$ cat config.mk
export PLATFORM = sky130hd
export DESIGN_NAME = bcd_to_bin
export DESIGN_NICKNAME = d
export VERILOG_FILES = /design/src/rtl/bcd_to_bin_pkg.sv /design/src/rtl/mul10_add.sv /design/src/rtl/bcd_to_bin.sv
export SDC_FILE = /design/constraint.sdc
export NUM_CORES = 1
export LEC_CHECK = 0
export CORE_MARGIN = 3
export CORE_UTILIZATION = 34
export DETAILED_ROUTE_END_ITERATION = 12
export PLACE_DENSITY = 0.54
export SLEW_MARGIN = 20
export SYNTH_ARGS = -nofsm -noshare
export SYNTH_HDL_FRONTEND = slang
export SYNTH_SLANG_ARGS = --single-unit
$ cat constraint.sdc
create_clock -name CLK -period 3.6 [get_ports CLK]
set_input_delay 1.08 -clock CLK [delete_from_list [all_inputs] [get_ports CLK]]
set_output_delay 1.08 -clock CLK [all_outputs]
set_load 0.02 [all_outputs]
$ cat src/rtl/bcd_to_bin_pkg.sv
// Shared types and constants for the sequential BCD-to-binary converter.
package bcd_to_bin_pkg;

  // Converter FSM states; encodings are fixed so they stay stable across builds.
  typedef enum logic [1:0] {
    StIdle = 2'd0,
    StConv = 2'd1
  } state_e;

  // First non-decimal digit value.
  localparam logic [3:0] Ten = 4'd10;

  // True for digit codes 10..15, which are not valid BCD.
  function automatic logic digit_invalid(input logic [3:0] d);
    return d >= Ten;
  endfunction

endpackage

$ cat src/rtl/mul10_add.sv
// Combinational step of the converter: sum = a*10 + d, computed as (a<<3)+(a<<1)+d.
// Result is BW bits wide and wraps modulo 2**BW.
module mul10_add #(
  parameter int unsigned BW = 10
) (
  input  logic [BW-1:0] a_i,
  input  logic [3:0]    d_i,
  output logic [BW-1:0] sum_o
);

  assign sum_o = (a_i << 3) + (a_i << 1) + BW'(d_i);

endmodule

$ cat src/rtl/bcd_to_bin.sv
// Sequential BCD-to-binary converter: one digit per clock, most-significant digit first.
// Optional feature: define BCD_CHECK_EN to flag digits above 9 (ERR=1, BIN=0 at DONE).
// Without it ERR is tied low and digits 10..15 are used as their raw value.
module bcd_to_bin
  import bcd_to_bin_pkg::*;
#(
  parameter int unsigned NDIG = 3,
  parameter int unsigned BW   = 10
) (
  input  logic              CLK,
  input  logic              RSTN,
  input  logic              START,
  input  logic [4*NDIG-1:0] BCD,
  output logic              RDY,
  output logic [BW-1:0]     BIN,
  output logic              DONE,
  output logic              ERR
);

  localparam int unsigned CntW = (NDIG > 1) ? $clog2(NDIG) : 1;
  localparam logic [CntW-1:0] CntLast = CntW'(NDIG - 1);

  state_e            state_q, state_d;
  logic [4*NDIG-1:0] shadow_q, shadow_d;
  logic [BW-1:0]     acc_q, acc_d;
  logic [BW-1:0]     bin_q, bin_d;
  logic [CntW-1:0]   cnt_q, cnt_d;
  logic              done_q, done_d;
  logic [3:0]        digit;
  logic [BW-1:0]     acc_next;

`ifdef BCD_CHECK_EN
  logic bad_q, bad_d;
  logic err_q, err_d;
  logic bad_now;
`endif

  // Pick the digit addressed by the down-counter from the captured input.
  always_comb begin
    digit = 4'd0;
    for (int i = 0; i < NDIG; i++) begin
      if (cnt_q == CntW'(i)) begin
        digit = shadow_q[4*i +: 4];
      end
    end
  end

  mul10_add #(
    .BW (BW)
  ) u_mul10_add (
    .a_i   (acc_q),
    .d_i   (digit),
    .sum_o (acc_next)
  );

`ifdef BCD_CHECK_EN
  // Include the current digit so a bad last digit is still reported at DONE.
  assign bad_now = bad_q | digit_invalid(digit);
`endif

  // Next-state logic: capture on accepted START, then accumulate one digit per clock.
  always_comb begin
    state_d  = state_q;
    shadow_d = shadow_q;
    acc_d    = acc_q;
    bin_d    = bin_q;
    cnt_d    = cnt_q;
    done_d   = 1'b0;
`ifdef BCD_CHECK_EN
    bad_d    = bad_q;
    err_d    = err_q;
`endif
    case (state_q)
      StIdle: begin
        if (START) begin
          shadow_d = BCD;
          acc_d    = '0;
          cnt_d    = CntLast;
          state_d  = StConv;
`ifdef BCD_CHECK_EN
          bad_d    = 1'b0;
          err_d    = 1'b0;
`endif
        end
      end
      StConv: begin
        acc_d = acc_next;
`ifdef BCD_CHECK_EN
        bad_d = bad_now;
`endif
        if (cnt_q == '0) begin
          state_d = StIdle;
          done_d  = 1'b1;
`ifdef BCD_CHECK_EN
          bin_d   = bad_now ? '0 : acc_next;
          err_d   = bad_now;
`else
          bin_d   = acc_next;
`endif
        end else begin
          cnt_d = cnt_q - CntW'(1);
        end
      end
      default: begin
        state_d = StIdle;
      end
    endcase
  end

  // State and datapath registers; reset aborts any conversion in flight.
  always_ff @(posedge CLK or negedge RSTN) begin
    if (!RSTN) begin
      state_q  <= StIdle;
      shadow_q <= '0;
      acc_q    <= '0;
      bin_q    <= '0;
      cnt_q    <= '0;
      done_q   <= 1'b0;
`ifdef BCD_CHECK_EN
      bad_q    <= 1'b0;
      err_q    <= 1'b0;
`endif
    end else begin
      state_q  <= state_d;
      shadow_q <= shadow_d;
      acc_q    <= acc_d;
      bin_q    <= bin_d;
      cnt_q    <= cnt_d;
      done_q   <= done_d;
`ifdef BCD_CHECK_EN
      bad_q    <= bad_d;
      err_q    <= err_d;
`endif
    end
  end

  assign RDY  = (state_q == StIdle);
  assign BIN  = bin_q;
  assign DONE = done_q;
`ifdef BCD_CHECK_EN
  assign ERR  = err_q;
`else
  assign ERR  = 1'b0;
`endif

endmodule

==> impl_metrics.toml <==
[run_status]
status = "complete, no violations"

[layout]
diodes = 0
fin_area_um2 = 2330
drive_gt1_frac = 0.149
final_cells = 271
fin_nets = 234
syn_to_final_growth_pct = 24.6

[floorplan]
die_y_um = 80.1
core_area_um2 = 5200
dieArea_um2 = 6420
io-pin-count = 28
row_count = 26
dieWidth_um = 80.1
start_util = 0.359

[yosys]
avgSynthCellArea_um2 = 11.1
syn_area_um2 = 1870
synthesis.nets = 203
async_reset_ff_frac = 1.00
synthDistinctLibCells = 38
ys.flop_type = "dfrtp_1"
synth_edf_count = 0
synth_seq_area_share = 0.469
synth_seq_cells = 35
yosys_warnings = 0
syn_inst = 169

[route]
drc = 0
drt_iter0_markers = 104
wire_per_inst_um = 14.5
vias = 1384
drt_pass1_iterations = 4
vias_per_cell = 5.11
wl_um = 3940
antenna_left = 0

[timing]
hold_viol = 0
setup_viol = 0
setup_tns_ns = 0
drv_slew = 0
worst_slack_ns = 0.421
fin_worst_skew_ns = 0.0102
period_share = 0.883
max_slew_margin = 0.633
period_needed_ns = 3.18
max_freq_mhz = 315
tightest_slew_ns = 0.548
rsz0062_at_grt = "no"

[cts]
cts_made_buffers = 5
path_clk_slew_ns = 0.07
cts_tree = "done"
cts_resized = 0
htreeDepth = 2
cts-root-buf = "clkbuf_8"
cts.hold.buffers_added = 0
worstSkewPairLatency_ns = 0.29
clkSinkCount = 35
cts_buffer_depth = 2
cts_setup_buffers = 0

[placement]
place_congestion = 0.777
post_dp_cell_area_um2 = 2210
hpwl_um = 2980
placed_cells = 263
post-place-ws_ns = 0.418
io_buffers = 26

[global_route]
grt_pass1_wl_um = 6800
grt_max_degree = 36
grt_overflow_total = 0
antenna_found_initial = 0
gr-usage-all-layers = 0.137
grt_pass1_vias = 1470

[critical_path]
critical_path.slowest_cell = "fa_1"
cp-start-kind = "register"
crit_family = "adder cells"
critPathMaxFanout = 4
critPathArrivalTime_ns = 3.35
critPathLaunch = "cnt_q[0]"
path_cells = "inv_1 > ha_1 > nor2b_1 > a22oi_1 > nor2_1 > a21oi_1 > fa_1 > inv_1 > fa_1 > a21o_2 > a31oi_1 > or4_1 > nand3_1"
criticalPathCategory = "register to register"
required_ns = 3.77
cp_slowest_stage_delay_ns = 0.49
endpoint_kind = "register"
critPathBufInv = 2
r2r_start = "cnt_q[0]"

[power]
p_total_mw = 2.41
powerDensity_nw_per_um2 = 1030
p_leak_nw = 1.10
vdd_drop_max_mv = 0.371

[hold_path]
hp-class = "register to register"
hold_path_startpoint = "BIN[9]"

[run]
cap_violations = 0
-- per-stage QoR --
step	util	hold WS (ns)
final	0.447	0.475
after floorplan	-	0.467
after global routing	0.447	0.507
after CTS	0.447	0.483
after detailed placement	0.425	0.468
after global placement	0.425	0.463
-- logic make-up after synthesis --
family,after synthesis,synth area share
DFF,35,0.469
and+or+nand+nor,42,0.108
xor gates and xnor gates,5,0.0234
other,1,0.00201
buffers and inverters,16,0.0375
muxes,16,0.0957
adders and majority gates,19,0.135
AOI/OAI and AO/OA,35,0.129
-- worst register-to-register path, delay by kind of cell (launching register included) --
kind,cells,cell delay (ns)
AO/OA/AOI/OAI,4,0.69
flip-flops,1,0.41
adder cells (fa/ha/maj),3,1.20
AND/OR/NAND/NOR,4,0.60
buffers and inverters,2,0.17
-- path summary, 6_finish.rpt --
path | end | slack, ns | cells after the start
hold reg to reg | BIN[9] | 0.47 | 2
hold / removal | BIN[9] | 0.47 | 2
max in group asynchronous | cnt_q[0] | 2.07 | 2
min in group asynchronous | BIN[7] | 1.21 | 2
setup reg to reg | BIN[8] | 0.42 | 13
setup / recovery | BIN[8] | 0.42 | 13
-- where the power goes --
group | switching [mW] | leakage [nW] | internal (mW)
sequential | 0.119 | 0.426 | 0.594
combinational | 0.706 | 0.614 | 0.618
clock | 0.145 | 0.0612 | 0.224
-- cell type report --
| class | count | area, um^2 |
|---|---|---|
| timing repair buffer | 29 | 283 |
| clock inverter | 2 | 35.0 |
| multi-input combinational | 118 | 923 |
| fill | 526 | 2880 |
| tap | 70 | 87.6 |
| clock buffer | 6 | 82.6 |
| sequential | 35 | 876 |
| inverter | 11 | 41.3 |
-- cells in the final DEF (no fill, tap or decap), types with 5 or more instances in the layout --
cell type,netlist,layout
dfrtp_1,35,35
clkdlybuf4s50_1,0,26
nand2_1,21,21
ha_1,17,17
mux2_2,15,15
inv_1,11,11
o21ai_0,7,7
a21oi_1,7,7
clkbuf_8,0,6
nor2_1,5,5
-- Yosys cell counts, drive strengths merged (4+ instances only) --
cell type,instances,share of area
a21o,4,0.017
a21oi,8,0.023
a22o,4,0.019
buf,4,0.013
dfrtp,35,0.47
ha,17,0.11
inv,11,0.022
mux2,15,0.090
nand2,22,0.048
nand3,4,0.011
nor2,5,0.010
o21ai,7,0.019
-- metal layers --
metal / global-route usage / vias to the layer above / part of all wire
li1: - / 658 / -
met3: 0.0325 / 9 / 0.049
met5: 0 / - / 0
met1: 0.152 / 682 / 0.41
met2: 0.244 / 35 / 0.53
met4: 0.0642 / 0 / 0.017
-- registers in the layout, summed over array words and instances, names as in the netlist --
register / flops
cnt_q: 2
BIN: 10
state_q: 1
shadow_q: 12
acc_q: 9
DONE: 1
Note: power is estimated with default switching activity, not from simulation.
